$ cat config.mk
export PLATFORM = sky130hd
export DESIGN_NAME = rf_write_arbiter_flat
export DESIGN_NICKNAME = d
export VERILOG_FILES = /design/src/rtl/rf_write_if.sv /design/src/rtl/rf_write_arbiter.sv /design/src/flat_wrapper.sv
export SDC_FILE = /design/constraint.sdc
export NUM_CORES = 1
export LEC_CHECK = 0
export ABC_AREA = 1
export CAP_MARGIN = 10
export CORE_MARGIN = 1.5
export CORE_UTILIZATION = 45
export DETAILED_ROUTE_END_ITERATION = 6
export MAX_ROUTING_LAYER = met4
export PLACE_DENSITY = 0.8
export SETUP_SLACK_MARGIN = 0.05
export SLEW_MARGIN = 5
export SYNTH_ARGS = -nofsm -noshare
export SYNTH_HDL_FRONTEND = slang
export SYNTH_SLANG_ARGS = --single-unit
export TNS_END_PERCENT = 30
$ cat constraint.sdc
create_clock -name clock -period 1.4 [get_ports clock]
set_input_delay 0.28 -clock clock [delete_from_list [all_inputs] [get_ports clock]]
set_output_delay 0.28 -clock clock [all_outputs]
set_load 0.02 [all_outputs]
$ cat src/rtl/rf_write_if.sv
// Write-request bundle between the two writeback sources, the
// issue stage and the register-file write arbiter.
interface rf_write_if #(
    parameter int DATA_W = 32,
    parameter int ADDR_W = 5
);
    logic              a_valid;
    logic [ADDR_W-1:0] a_reg;
    logic [DATA_W-1:0] a_data;
    logic              a_ready;
    logic              b_valid;
    logic [ADDR_W-1:0] b_reg;
    logic [DATA_W-1:0] b_data;
    logic              b_ready;
    logic              resv_valid;
    logic [ADDR_W-1:0] resv_reg;

    modport master (
        output a_valid, a_reg, a_data,
        input  a_ready,
        output b_valid, b_reg, b_data,
        input  b_ready,
        output resv_valid, resv_reg
    );

    modport slave (
        input  a_valid, a_reg, a_data,
        output a_ready,
        input  b_valid, b_reg, b_data,
        output b_ready,
        input  resv_valid, resv_reg
    );
endinterface

$ cat src/rtl/rf_write_arbiter.sv
// Two-source register-file write arbiter with one-entry buffers,
// round-robin grant, x0 suppression and a pending-write scoreboard.
module rf_write_arbiter #(
    parameter int DATA_W = 32,
    parameter int ADDR_W = 5
) (
    input  logic              clock,
    input  logic              reset,
    rf_write_if.slave         bus,
    output logic              wEn,
    output logic [ADDR_W-1:0] write_reg,
    output logic [DATA_W-1:0] write_data,
    output logic [31:0]       pending,
    output logic [7:0]        conflicts,
    output logic              last_grant
);
    logic              full_a;
    logic              full_b;
    logic [ADDR_W-1:0] reg_a;
    logic [ADDR_W-1:0] reg_b;
    logic [DATA_W-1:0] data_a;
    logic [DATA_W-1:0] data_b;
    logic              grant_a;
    logic              grant_b;
    logic              grant_any;
    logic              contend;
    logic              load_a;
    logic              load_b;
    logic [ADDR_W-1:0] gnt_reg;
    logic [DATA_W-1:0] gnt_data;
    logic [31:0]       pend_nxt;

    // Grants come only from registered state, so ready never
    // depends combinationally on valid.
    assign contend   = full_a && full_b;
    assign grant_a   = full_a && (!full_b || last_grant);
    assign grant_b   = full_b && (!full_a || !last_grant);
    assign grant_any = grant_a || grant_b;
    assign gnt_reg   = grant_b ? reg_b : reg_a;
    assign gnt_data  = grant_b ? data_b : data_a;

    assign bus.a_ready = !full_a || grant_a;
    assign bus.b_ready = !full_b || grant_b;

    // Writes to x0 are accepted but never buffered.
    assign load_a = bus.a_valid && bus.a_ready && (bus.a_reg != '0);
    assign load_b = bus.b_valid && bus.b_ready && (bus.b_reg != '0);

    // Holding buffers: a same-cycle reload wins over the grant clear.
    always_ff @(posedge clock or negedge reset) begin
        if (!reset) begin
            full_a <= 1'b0;
            reg_a  <= '0;
            data_a <= '0;
            full_b <= 1'b0;
            reg_b  <= '0;
            data_b <= '0;
        end else begin
            if (load_a) begin
                full_a <= 1'b1;
                reg_a  <= bus.a_reg;
                data_a <= bus.a_data;
            end else if (grant_a) begin
                full_a <= 1'b0;
            end
            if (load_b) begin
                full_b <= 1'b1;
                reg_b  <= bus.b_reg;
                data_b <= bus.b_data;
            end else if (grant_b) begin
                full_b <= 1'b0;
            end
        end
    end

    // Register-file write port, round-robin pointer and contention counter.
    always_ff @(posedge clock or negedge reset) begin
        if (!reset) begin
            wEn        <= 1'b0;
            write_reg  <= '0;
            write_data <= '0;
            last_grant <= 1'b1;
            conflicts  <= 8'd0;
        end else begin
            wEn <= grant_any;
            if (grant_any) begin
                write_reg  <= gnt_reg;
                write_data <= gnt_data;
                last_grant <= grant_b;
            end
            if (contend && (conflicts != 8'hFF)) begin
                conflicts <= conflicts + 8'd1;
            end
        end
    end

    // Scoreboard next state: clear on grant, then set on reserve so set wins.
    always_comb begin
        pend_nxt = pending;
        if (grant_any) begin
            pend_nxt[gnt_reg] = 1'b0;
        end
        if (bus.resv_valid) begin
            pend_nxt[bus.resv_reg] = 1'b1;
        end
        pend_nxt[0] = 1'b0;
    end

    // Scoreboard register.
    always_ff @(posedge clock or negedge reset) begin
        if (!reset) begin
            pending <= 32'd0;
        end else begin
            pending <= pend_nxt;
        end
    end
endmodule

$ cat src/flat_wrapper.sv
// flat-port wrapper written by rule: the top's interface ports become plain ports
module rf_write_arbiter_flat 
#(
    parameter int DATA_W = 32,
    parameter int ADDR_W = 5
)
  (clock, reset, wEn, write_reg, write_data, pending, conflicts, last_grant, bus_a_valid, bus_a_reg, bus_a_data, bus_a_ready, bus_b_valid, bus_b_reg, bus_b_data, bus_b_ready, bus_resv_valid, bus_resv_reg);
  rf_write_if #(.DATA_W(DATA_W), .ADDR_W(ADDR_W)) bus_i ();
  input  logic clock;
  input  logic reset;
  output logic wEn;
  output logic [ADDR_W-1:0] write_reg;
  output logic [DATA_W-1:0] write_data;
  output logic [31:0] pending;
  output logic [7:0] conflicts;
  output logic last_grant;
  input wire logic [$bits(bus_i.a_valid)-1:0] bus_a_valid;
  input wire logic [$bits(bus_i.a_reg)-1:0] bus_a_reg;
  input wire logic [$bits(bus_i.a_data)-1:0] bus_a_data;
  output wire logic [$bits(bus_i.a_ready)-1:0] bus_a_ready;
  input wire logic [$bits(bus_i.b_valid)-1:0] bus_b_valid;
  input wire logic [$bits(bus_i.b_reg)-1:0] bus_b_reg;
  input wire logic [$bits(bus_i.b_data)-1:0] bus_b_data;
  output wire logic [$bits(bus_i.b_ready)-1:0] bus_b_ready;
  input wire logic [$bits(bus_i.resv_valid)-1:0] bus_resv_valid;
  input wire logic [$bits(bus_i.resv_reg)-1:0] bus_resv_reg;
  assign bus_i.a_valid = bus_a_valid;
  assign bus_i.a_reg = bus_a_reg;
  assign bus_i.a_data = bus_a_data;
  assign bus_a_ready = bus_i.a_ready;
  assign bus_i.b_valid = bus_b_valid;
  assign bus_i.b_reg = bus_b_reg;
  assign bus_i.b_data = bus_b_data;
  assign bus_b_ready = bus_i.b_ready;
  assign bus_i.resv_valid = bus_resv_valid;
  assign bus_i.resv_reg = bus_resv_reg;
  rf_write_arbiter #(.DATA_W(DATA_W), .ADDR_W(ADDR_W)) u_core (.clock(clock), .reset(reset), .bus(bus_i), .wEn(wEn), .write_reg(write_reg), .write_data(write_data), .pending(pending), .conflicts(conflicts), .last_grant(last_grant));
endmodule
==> reports/results.tsv, run 1 <==
stage	metric	value	unit
run_status	outcome	finished, violations left	
run_status	failing checks	setup timing	
timing	fin crit period	1.590	ns
timing	Fin Setup TNS	-12.25	ns
routing	drt initial violations	497	
yosys	post-synthesis compound-gate area fraction	5.914	%
floorplanning	Die ar.	15600	sq um
yosys	Synth Cell Area	6685	sq um
critical_path	CP max stage cell	dfstp_2	
critical_path	crit-path cells	buf_6 > inv_4 > nand2_4 > buf_6	
critical_path	Worst EP required	1.12	ns
routing	DRT Pass-1 Iters	5	
yosys	Synth Area in Adders	0.1872	%
layout	fin cells	1213	
yosys	Mapped Nets	885	
yosys	simple-gate share of the synthesized area	27.44	%
placed_design	routability cong.	0.8184	
layout	net count reported at finish	1100	
cts	CTS tree	built	
timing	Max Slew Vio Count	0	
timing	final period utilization	113.6	%
placed_design	HPWL after DPL	12340	um
routing	final wirelength	18900	um
floorplanning	core area	14530	sq um
power_and_ir_drop	Lkg Pwr	0.004817	uW
layout	total of fill cells in the finished design	1168	
layout	design area	9639	sq um
critical_path	Crit Path Max Fanout	3	
yosys	xor/xnor cell area share of the yosys netlist	0.6551	%
timing	setup violators final	138	
critical_path	delay-heaviest family, CP	flip-flops	
floorplanning	Die Wd	124.9	um
critical_path	FF-to-FF End	u_core.data_a[9]$_DFFE_PN0P_	
routing	Routed WL per cell	15.58	um
critical_path	CP most frequent cell	buf_6	
critical_path	R2R Setup Slk	-0.17	ns
layout	layout cells sized above 1	23.83	%
routing	via count	6135	
cts	Clk pin slew, worst setup/hold paths	0.06	ns
placed_design	IO Port Bufs	163	
global_route	vias in the first global route	5896	
min_path	Hold WC Path Type	input port to async pin	
power_and_ir_drop	Pwr Density	2090	nW/um^2
global_route	first-pass GRT wire length	29570	um
layout	biggest regs	u_core.data_a (32), u_core.data_b (32), u_core.write_data (32)	
yosys	syn avg cell area	8.356	sq um
yosys	Gate Count Post-Synth	800	
placed_design	placed cell count	1167	
placed_design	DP Worst Slack	-0.2746	ns
placed_design	Post-DP Area	8976	sq um
floorplanning	die height	124.9	um
global_route	initial antenna violation count	1	
cts	CTS Buffer Depth	2	
yosys	sequential-to-total area share from yosys stat	57.66	%
critical_path	critical path endpoint category	output port	
timing	worst clock skew	0.006542	ns
global_route	largest net degree at the start of global routing	57	
yosys	Netlist cell types	22	
flow_run	Max-Cap Viols	0	
timing	Final Hold Fails	0	
cts	clk root buf	clkbuf_16	
yosys	yosys warns	0	
critical_path	Buf+Inv Stages, Crit Path	3	
power_and_ir_drop	Final Power	20150	uW
layout	Area Overhead vs Synth	44.19	%
cts	worst skew pair latency	0.41	ns
yosys	#FFs+latches synth	154	
yosys	mux cell area share after synthesis	0	%
global_route	global-route usage over all layers	24.56	%
critical_path	FF-to-FF Start	u_core.last_grant$_DFFE_PN1N_	
timing	Highest Clock Rate	629.0	MHz
routing	drt drc	0	
cts	Num CTS Buffers	17	
yosys	largest family of logic cells by synthesized area	simple AND/OR/NAND/NOR gates	
timing	RSZ-0062 raised after global routing	true	
timing	Setup WS post-layout	-0.1898	ns
critical_path	R2R cell count	7	
global_route	GR Overflow Total	0	
floorplanning	# IOs	165	
floorplanning	row cnt	44	
critical_path	Startpoint Class	flip-flop	
power_and_ir_drop	Max IR drop VDD	1.108	mV
critical_path	WS Path Type	flip-flop to output port	
cts	total clock sinks	154	
routing	vias per cell	5.058	
cts	H-tree lvl count	4	
routing	DRT antenna net count	0	
critical_path	CP Data Arrival Time	1.31	ns
floorplanning	Starting Density	46.00	%
critical_path	Crit path largest cell delay	0.58	ns
[layout by cell type, fill, tap and decap left out, drive strengths merged, types with 4 or more instances in the layout]
cell	netlist	layout
buf	25	122
clkbuf	12	47
clkdlybuf4s50	0	82
clkinvlp	0	4
dfrtp	153	153
inv	90	91
nand2	287	287
nand3	113	113
nor2	18	18
nor3	12	12
o21ai	79	79
xnor2	4	4
[how the worst max path moves through the flow]
stage                                        startpoint                            end  slack, ns  cells past startpoint
final                     u_core.last_grant$_DFFE_PN1N_                    bus_a_ready      -0.19                      4
after global routing      u_core.last_grant$_DFFE_PN1N_   u_core.pending[11]$_DFF_PN0_      -0.27                     10
after CTS                 u_core.last_grant$_DFFE_PN1N_    u_core.pending[1]$_DFF_PN0_      -0.16                     10
after detailed placement                   bus_a_reg[2]  u_core.data_a[15]$_DFFE_PN0P_      -0.27                      6
after global placement                     bus_b_reg[3]  u_core.data_b[29]$_DFFE_PN0P_      -0.20                      6
after floorplan           u_core.last_grant$_DFFE_PN1N_   u_core.pending[11]$_DFF_PN0_      -0.12                      9
[per-layer routing]
layer / share of wire, % / track usage [%] / wire length, um
met4: 2.0 / 9.693 / 370
met2: 51 / 40.11 / 9629
met5: 0 / - / 0
met3: 5.6 / 3.952 / 1052
met1: 42 / 30.83 / 7846
[stage by stage]
| step | hold WS [ns] | utilization (%) |
|---|---|---|
| CTS | 0.2605 | 65.08 |
| floorplan | -0.01559 | - |
| global route | 0.2777 | 66.32 |
| detailed placement | 0.1354 | 61.76 |
| finish | 0.2762 | 66.32 |
| global placement | 0.1338 | 61.76 |
[repair_timing]
action / in CTS / in global routing
gates resized for setup: 277 / 114
hold buffers: 1 / 0
hold endpoints to repair: 63 / 0
pin swaps: 12 / 11
endpoints found under the setup margin: 199 / 183
setup buffers: 6 / 1
gates cloned: 0 / 5
[layout make-up]
| type | instances | area [sq um] | area share (%) |
|---|---|---|---|
| Sequential cell | 154 | 3859 | 40.03 |
| Multi-Input combinational cell | 519 | 2567 | 26.64 |
| Timing Repair Buffer | 233 | 2033 | 21.09 |
| Clock buffer | 21 | 460.4 | 4.777 |
| Inverter | 90 | 342.8 | 3.557 |
| Tap cell | 184 | 230.2 | 2.388 |
| Clock inverter | 11 | 143.9 | 1.493 |
| Antenna cell | 1 | 2.502 | 0.02596 |
[cells in the mapped netlist]
cell	number	area (sq um)
dfrtp_1	153	3829
nor3_1	12	60.06
nor2_2	10	62.56
nand3b_1	2	15.01
conb_1	1	3.750
nand3_2	1	10.01
xor2_1	1	8.760
o21ai_1	7	35.03
inv_1	87	326.6
xnor2_1	4	35.03
ha_1	1	12.51
inv_2	3	11.26
buf_2	12	60.06
buf_4	13	97.59
o21ai_0	72	360.4
clkbuf_1	12	45.04
nand2_1	282	1059
nor2_1	8	30.03
nand3_1	112	560.5
or2_1	1	6.260
dfstp_2	1	26.28
nand2_2	5	31.28
[report_power, final]
| part | leakage (uW) | internal [uW] | switching (uW) |
|---|---|---|---|
| combinational | 0.00269 | 3170 | 5080 |
| clock | 0.000285 | 2900 | 1790 |
| sequential | 0.00184 | 6110 | 1100 |
[cells by family after synthesis]
group | Yosys count
and+or+nand+nor | 433
xor gates and xnor gates | 5
buffers and inverters | 127
other | 1
adders and majority gates | 1
AOI/OAI and AO/OA | 79
DFF | 154
No activity file was read; power rests on OpenSTA's default activity.
==> run 2, diff against run 1 <==
PLACE_DENSITY = 0.78   (was 0.8)
clock period = 2.01 ns   (was 1.4 ns; I/O delays follow)
==> run 2 against run 1 <==
Compared with the run above: the flow now finishes without violations; final cell count decreased by 4.0%; first-iteration DRC count decreased by 22%; core utilization decreased by 3.2 points; clock skew increased by 0.0034 ns; via count decreased by 5.9%; global-route usage decreased by 0.75 points; flip-flop and latch count unchanged; worst setup slack improved by 0.30 ns.
==> reports/results.tsv, run 2 (synthesis gave the netlist of run 1 again) <==
stage	metric	value	unit
timing	Final Hold Fails	0	
placed_design	routability cong.	0.8850	
power_and_ir_drop	Lkg Pwr	0.004417	uW
layout	biggest regs	u_core.data_a (32), u_core.data_b (32), u_core.write_data (32)	
global_route	vias in the first global route	5757	
layout	design area	9179	sq um
critical_path	crit-path cells	inv_1 > nand2_2 > clkdlybuf4s15_1	
timing	RSZ-0062 raised after global routing	true	
routing	drt drc	0	
critical_path	WS Path Type	flip-flop to output port	
floorplanning	# IOs	165	
cts	Clk pin slew, worst setup/hold paths	0.06	ns
routing	drt initial violations	390	
critical_path	critical path endpoint category	output port	
floorplanning	die height	124.9	um
critical_path	R2R cell count	9	
timing	Highest Clock Rate	525.6	MHz
global_route	first-pass GRT wire length	28480	um
layout	total of fill cells in the finished design	1248	
power_and_ir_drop	P_sw	5118	uW
layout	most frequent cells in the layout	nand2_1, clkdlybuf4s50_1, dfrtp_1	
floorplanning	core area	14530	sq um
critical_path	delay-heaviest family, CP	flip-flops	
cts	clk root buf	clkbuf_16	
layout	Area Overhead vs Synth	37.30	%
timing	Max Slew Vio Count	0	
timing	Slew HR	61.66	%
critical_path	CP Data Arrival Time	1.50	ns
routing	via count	5773	
power_and_ir_drop	Pwr Density	1467	nW/um^2
critical_path	FF-to-FF End	u_core.pending[13]$_DFF_PN0_	
power_and_ir_drop	Comb pwr share	40.0	%
floorplanning	Starting Density	46.00	%
routing	DRT Pass-1 Iters	5	
cts	CTS tree	built	
layout	FF/Latch Area	3855	sq um
power_and_ir_drop	Clock power frac	23.0	%
cts	CTS Buffer Depth	2	
global_route	largest net degree at the start of global routing	75	
timing	Tightest Pin Transition	0.5707	ns
critical_path	Worst EP required	1.61	ns
cts	H-tree lvl count	4	
cts	Setup Fix Bufs, Post-CTS	0	
floorplanning	Die Wd	124.9	um
cts	worst skew pair latency	0.43	ns
layout	layout cells sized above 1	7.362	%
routing	highest metal used	met4	
timing	final period utilization	94.65	%
global_route	GR Overflow Total	0	
cts	total clock sinks	154	
critical_path	Startpoint Class	flip-flop	
power_and_ir_drop	part of the power in registers	37.0	%
min_path	Hold WC Path Type	flip-flop to flip-flop	
routing	Met2 Wirelength	8382	um
min_path	hold_sp	u_core.pending[30]$_DFF_PN0_	
power_and_ir_drop	Max IR drop VDD	0.7220	mV
floorplanning	row cnt	44	
critical_path	Buf+Inv Stages, Crit Path	2	
timing	setup violators final	0	
cts	Num CTS Buffers	17	
flow_run	Max-Cap Viols	0	
routing	post-route met1 wirelength	7380	um
power_and_ir_drop	Pint	8343	uW
timing	worst clock skew	0.009893	ns
min_path	Worst Hold Path Cells	2	
layout	most common cell after layout, fill and taps aside	nand2_1	
routing	DRT antenna net count	0	
power_and_ir_drop	Sw Ratio	38.02	%
layout	area of the multi-input gates	2325	sq um
critical_path	CP max stage cell	dfstp_2	
timing	Fin Setup TNS	0	ns
critical_path	Crit path largest cell delay	0.57	ns
layout	net count reported at finish	1051	
global_route	global-route usage over all layers	23.82	%
routing	final wirelength	17130	um
routing	met3 wire len	950	um
critical_path	FF-to-FF Start	u_core.last_grant$_DFFE_PN1N_	
critical_path	Crit Path Max Fanout	4	
run_status	outcome	finished clean	
floorplanning	Die ar.	15600	sq um
critical_path	R2R Setup Slk	0.17	ns
timing	fin crit period	1.902	ns
placed_design	HPWL after DPL	11850	um
routing	vias per cell	4.960	
routing	Routed WL per cell	14.72	um
global_route	initial antenna violation count	2	
placed_design	IO Port Bufs	163	
min_path	Hold EP	u_core.pending[30]$_DFF_PN0_	
placed_design	Post-DP Area	8568	sq um
## run 2: power groups by stage
stage	registers (uW)	logic [uW]	clock network [uW]
2_1_floorplan	5740	2100	0
5_1_grt	5120	5890	3270
4_1_cts	4980	5360	3140
3_3_place_gp	4990	5240	0
6_report	4990	5380	3090
3_5_place_dp	5010	5360	0
## run 2: worst max-delay path by stage
| stage | cells after the start | end | startpoint | slack (ns) |
|---|---|---|---|---|
| floorplan | 10 | u_core.pending[2]$_DFF_PN0_ | u_core.last_grant$_DFFE_PN1N_ | 0.47 |
| global placement | 9 | u_core.pending[17]$_DFF_PN0_ | u_core.last_grant$_DFFE_PN1N_ | 0.21 |
| detailed placement | 9 | u_core.pending[13]$_DFF_PN0_ | u_core.last_grant$_DFFE_PN1N_ | 0.18 |
| CTS | 1 | conflicts[2] | u_core.conflicts[2]$_DFFE_PN0P_ | 0.06 |
| global route | 9 | u_core.pending[1]$_DFF_PN0_ | u_core.last_grant$_DFFE_PN1N_ | 0.03 |
| finish | 3 | bus_a_ready | u_core.last_grant$_DFFE_PN1N_ | 0.11 |
## run 2: repair_timing
item                                   in CTS  in global routing
resized for setup                           3                  8
endpoints found under the hold margin      43                  0
setup endpoints to repair                   3                 16
hold buffers                                1                  0
## run 2: cell type report
type | count | share of cell area (%)
flip-flops and latches | 154 | 42.00
multi-input cells | 519 | 25.33
repair buffers | 184 | 20.23
clock buffers | 20 | 4.866
inverters | 90 | 3.680
well taps | 184 | 2.508
clock inverters | 11 | 1.336
diodes | 2 | 0.05453
## run 2: per-layer routing
| metal | vias up | track usage (%) |
|---|---|---|
| met2 | 205 | 37.39 |
| met4 | 0 | 9.425 |
| met5 | - | - |
| li1 | 2840 | - |
| met1 | 2701 | 29.89 |
| met3 | 27 | 5.842 |
## run 2: worst reg2reg max path, cell delays in order, from the launching register on
cell and delay (ns):
dfstp_2 0.57, nand2_2 0.14, nand2_2 0.13, nand2_1 0.06
nand2_1 0.14, nand2_1 0.19, nor2_4 0.29, nand2_1 0.10
nand2_1 0.07, nand2_1 0.06
## run 2: per-stage QoR
stage	hold WS (ns)	utilization, %	std cells	power [uW]	setup slack [ns]
after floorplan	0.1064	-	800	7844	0.4703
after global placement	0.3789	58.95	1130	10240	0.2119
after detailed placement	0.3834	58.95	1130	10370	0.1792
after CTS	0.4725	62.91	1162	13490	0.06263
after global routing	0.4834	63.15	1164	14290	0.02600
final	0.4686	63.15	1164	13460	0.1075
==> run 3, diff against run 2 <==
clock period = 2.5 ns   (was 2.01 ns; I/O delays follow)
==> run 3 against run 2 <==
Compared with the run above: critical path depth up 1; count of clock-buffer cells in the layout down 3; sequential share of layout area is 0.52 points higher; via count decreased by 0.26%; register-to-register slack improved by 0.28 ns; die area stayed put.
==> reports/results.tsv, run 3 (synthesis gave the netlist of run 1 again) <==
stage	metric	value	unit
run_status	outcome	finished clean	
placed_design	HPWL after DPL	11710	um
cts	Post-CTS Resized	0	
routing	drt drc	0	
placed_design	Post-DP Area	8523	sq um
floorplanning	row cnt	44	
routing	final wirelength	17020	um
timing	Setup WS post-layout	0.1601	ns
timing	Final Hold Fails	0	
global_route	largest net degree at the start of global routing	75	
timing	RSZ-0062 raised after global routing	false	
floorplanning	core area	14530	sq um
critical_path	Worst EP required	2.00	ns
timing	Slew HR	55.07	%
floorplanning	die height	124.9	um
layout	total of fill cells in the finished design	1266	
routing	post-route met1 wirelength	7544	um
routing	drt initial violations	440	
routing	Routed WL per cell	14.72	um
routing	via count	5758	
critical_path	WS Path Type	flip-flop to output port	
power_and_ir_drop	Max IR drop VDD	0.6035	mV
global_route	vias in the first global route	5616	
cts	CTS tree	built	
cts	worst skew pair latency	0.43	ns
layout	layout cells sized above 1	7.106	%
cts	Post-CTS Hold Buffers	0	
floorplanning	Starting Density	46.00	%
timing	Max Slew Vio Count	0	
timing	Highest Clock Rate	427.4	MHz
critical_path	Startpoint Class	flip-flop	
floorplanning	# IOs	165	
routing	Met2 Wirelength	8079	um
layout	net count reported at finish	1044	
critical_path	critical path endpoint category	output port	
power_and_ir_drop	Pwr Density	1176	nW/um^2
timing	fin crit period	2.340	ns
power_and_ir_drop	Lkg Pwr	0.004350	uW
global_route	first-pass GRT wire length	28160	um
cts	CTS Buffer Depth	2	
cts	H-tree lvl count	4	
routing	DRT Pass-1 Iters	5	
cts	Setup Fix Bufs, Post-CTS	0	
critical_path	CP Data Arrival Time	1.84	ns
floorplanning	Die Wd	124.9	um
routing	DRT antenna net count	0	
global_route	global-route usage over all layers	23.61	%
flow_run	Max-Cap Viols	0	
routing	met3 wire len	888	um
cts	Num CTS Buffers	17	
global_route	GR Overflow Total	0	
layout	most frequent cells in the layout	nand2_1, clkdlybuf4s50_1, dfrtp_1	
global_route	initial antenna violation count	1	
routing	vias per cell	4.981	
cts	Clk pin slew, worst setup/hold paths	0.07	ns
power_and_ir_drop	Clock power frac	22.3	%
power_and_ir_drop	P_sw	4166	uW
power_and_ir_drop	Comb pwr share	40.0	%
power_and_ir_drop	Pint	6496	uW
min_path	Hold WC Path Type	input port to async pin	
layout	most common cell after layout, fill and taps aside	nand2_1	
timing	final period utilization	93.60	%
floorplanning	Die ar.	15600	sq um
cts	total clock sinks	154	
power_and_ir_drop	part of the power in registers	37.7	%
critical_path	Crit Path Max Fanout	11	
placed_design	routability cong.	0.8585	
placed_design	IO Port Bufs	163	
timing	setup violators final	0	
timing	Fin Setup TNS	0	ns
layout	design area	9069	sq um
power_and_ir_drop	Sw Ratio	39.07	%
layout	biggest regs	u_core.data_a (32), u_core.data_b (32), u_core.write_data (32)	
timing	Tightest Pin Transition	0.6715	ns
cts	clk root buf	clkbuf_16	
routing	highest metal used	met4	
placed_design	DP Worst Slack	0.4373	ns
timing	worst clock skew	0.01103	ns
layout	Area Overhead vs Synth	35.65	%
==> run 3: cell types whose count changed in the layout (fill, tap and decap cells not counted), moves of 2 or more <==
cell             delta
clkbuf_1            -2
nor2_4              -5
bufinv_16           -2
buf_4               -6
inv_6               +4
clkinv_2            -2
clkdlybuf4s15_1     -2
nor2_2              +5
clkdlybuf4s50_1     +4
clkinv_4            +2
==> run 3: worst paths after layout <==
path	cells after the start	from	slack (ns)	to
setup / recovery	4	u_core.full_b$_DFFE_PN0P_	0.16	bus_b_ready
setup reg to reg	9	u_core.full_b$_DFFE_PN0P_	0.45	u_core.pending[21]$_DFF_PN0_
max in group asynchronous	2	reset	1.73	u_core.last_grant$_DFFE_PN1N_
hold reg to reg	2	u_core.pending[10]$_DFF_PN0_	0.47	u_core.pending[10]$_DFF_PN0_
hold / removal	1	reset	0.05	u_core.pending[29]$_DFF_PN0_
min in group clock	2	u_core.pending[10]$_DFF_PN0_	0.47	u_core.pending[10]$_DFF_PN0_
==> run 3: per-layer routing <==
metal | vias to the layer above | global-route usage, %
li1 | 2841 | -
met1 | 2719 | 30.68
met2 | 164 | 36.01
met3 | 34 | 5.284
met4 | 0 | 9.893
met5 | - | -
==> run 3: metrics by stage <==
stage	instances	hold slack [ns]	power (uW)	utilization, %
6_report	1156	0.05060	10660	62.40
3_5_place_dp	1124	0.4609	8332	58.64
3_3_place_gp	1124	0.4570	8224	58.64
5_1_grt	1156	0.07289	11320	62.40
2_1_floorplan	800	0.2044	6307	-
4_1_cts	1155	0.06317	10740	62.37
==> run 3: area by class of cell <==
cell class,instances,area [sq um],area share [%]
flip-flops and latches,154,3856,42.52
multi-input cells,519,2300,25.36
inverters,90,337.8,3.725
clock buffers,17,425.4,4.691
well taps,184,230.2,2.539
diodes,1,2.502,0.02759
repair buffers,177,1800,19.85
clock inverters,14,116.4,1.283
==> run 3: power by group through the flow <==
stage	clock network, uW	logic (uW)	registers (uW)
floorplan	0	1690	4620
global placement	0	4190	4030
finish	2370	4270	4020
detailed placement	0	4300	4040
global route	2540	4650	4130
CTS	2420	4310	4020
==> run 3: worst max-delay path, cell delays in order (launching register included) <==
cell and delay [ns]:
dfrtp_2 0.48, nand2_1 0.10, inv_2 0.07, nand2_2 0.11, clkdlybuf4s50_1 0.65
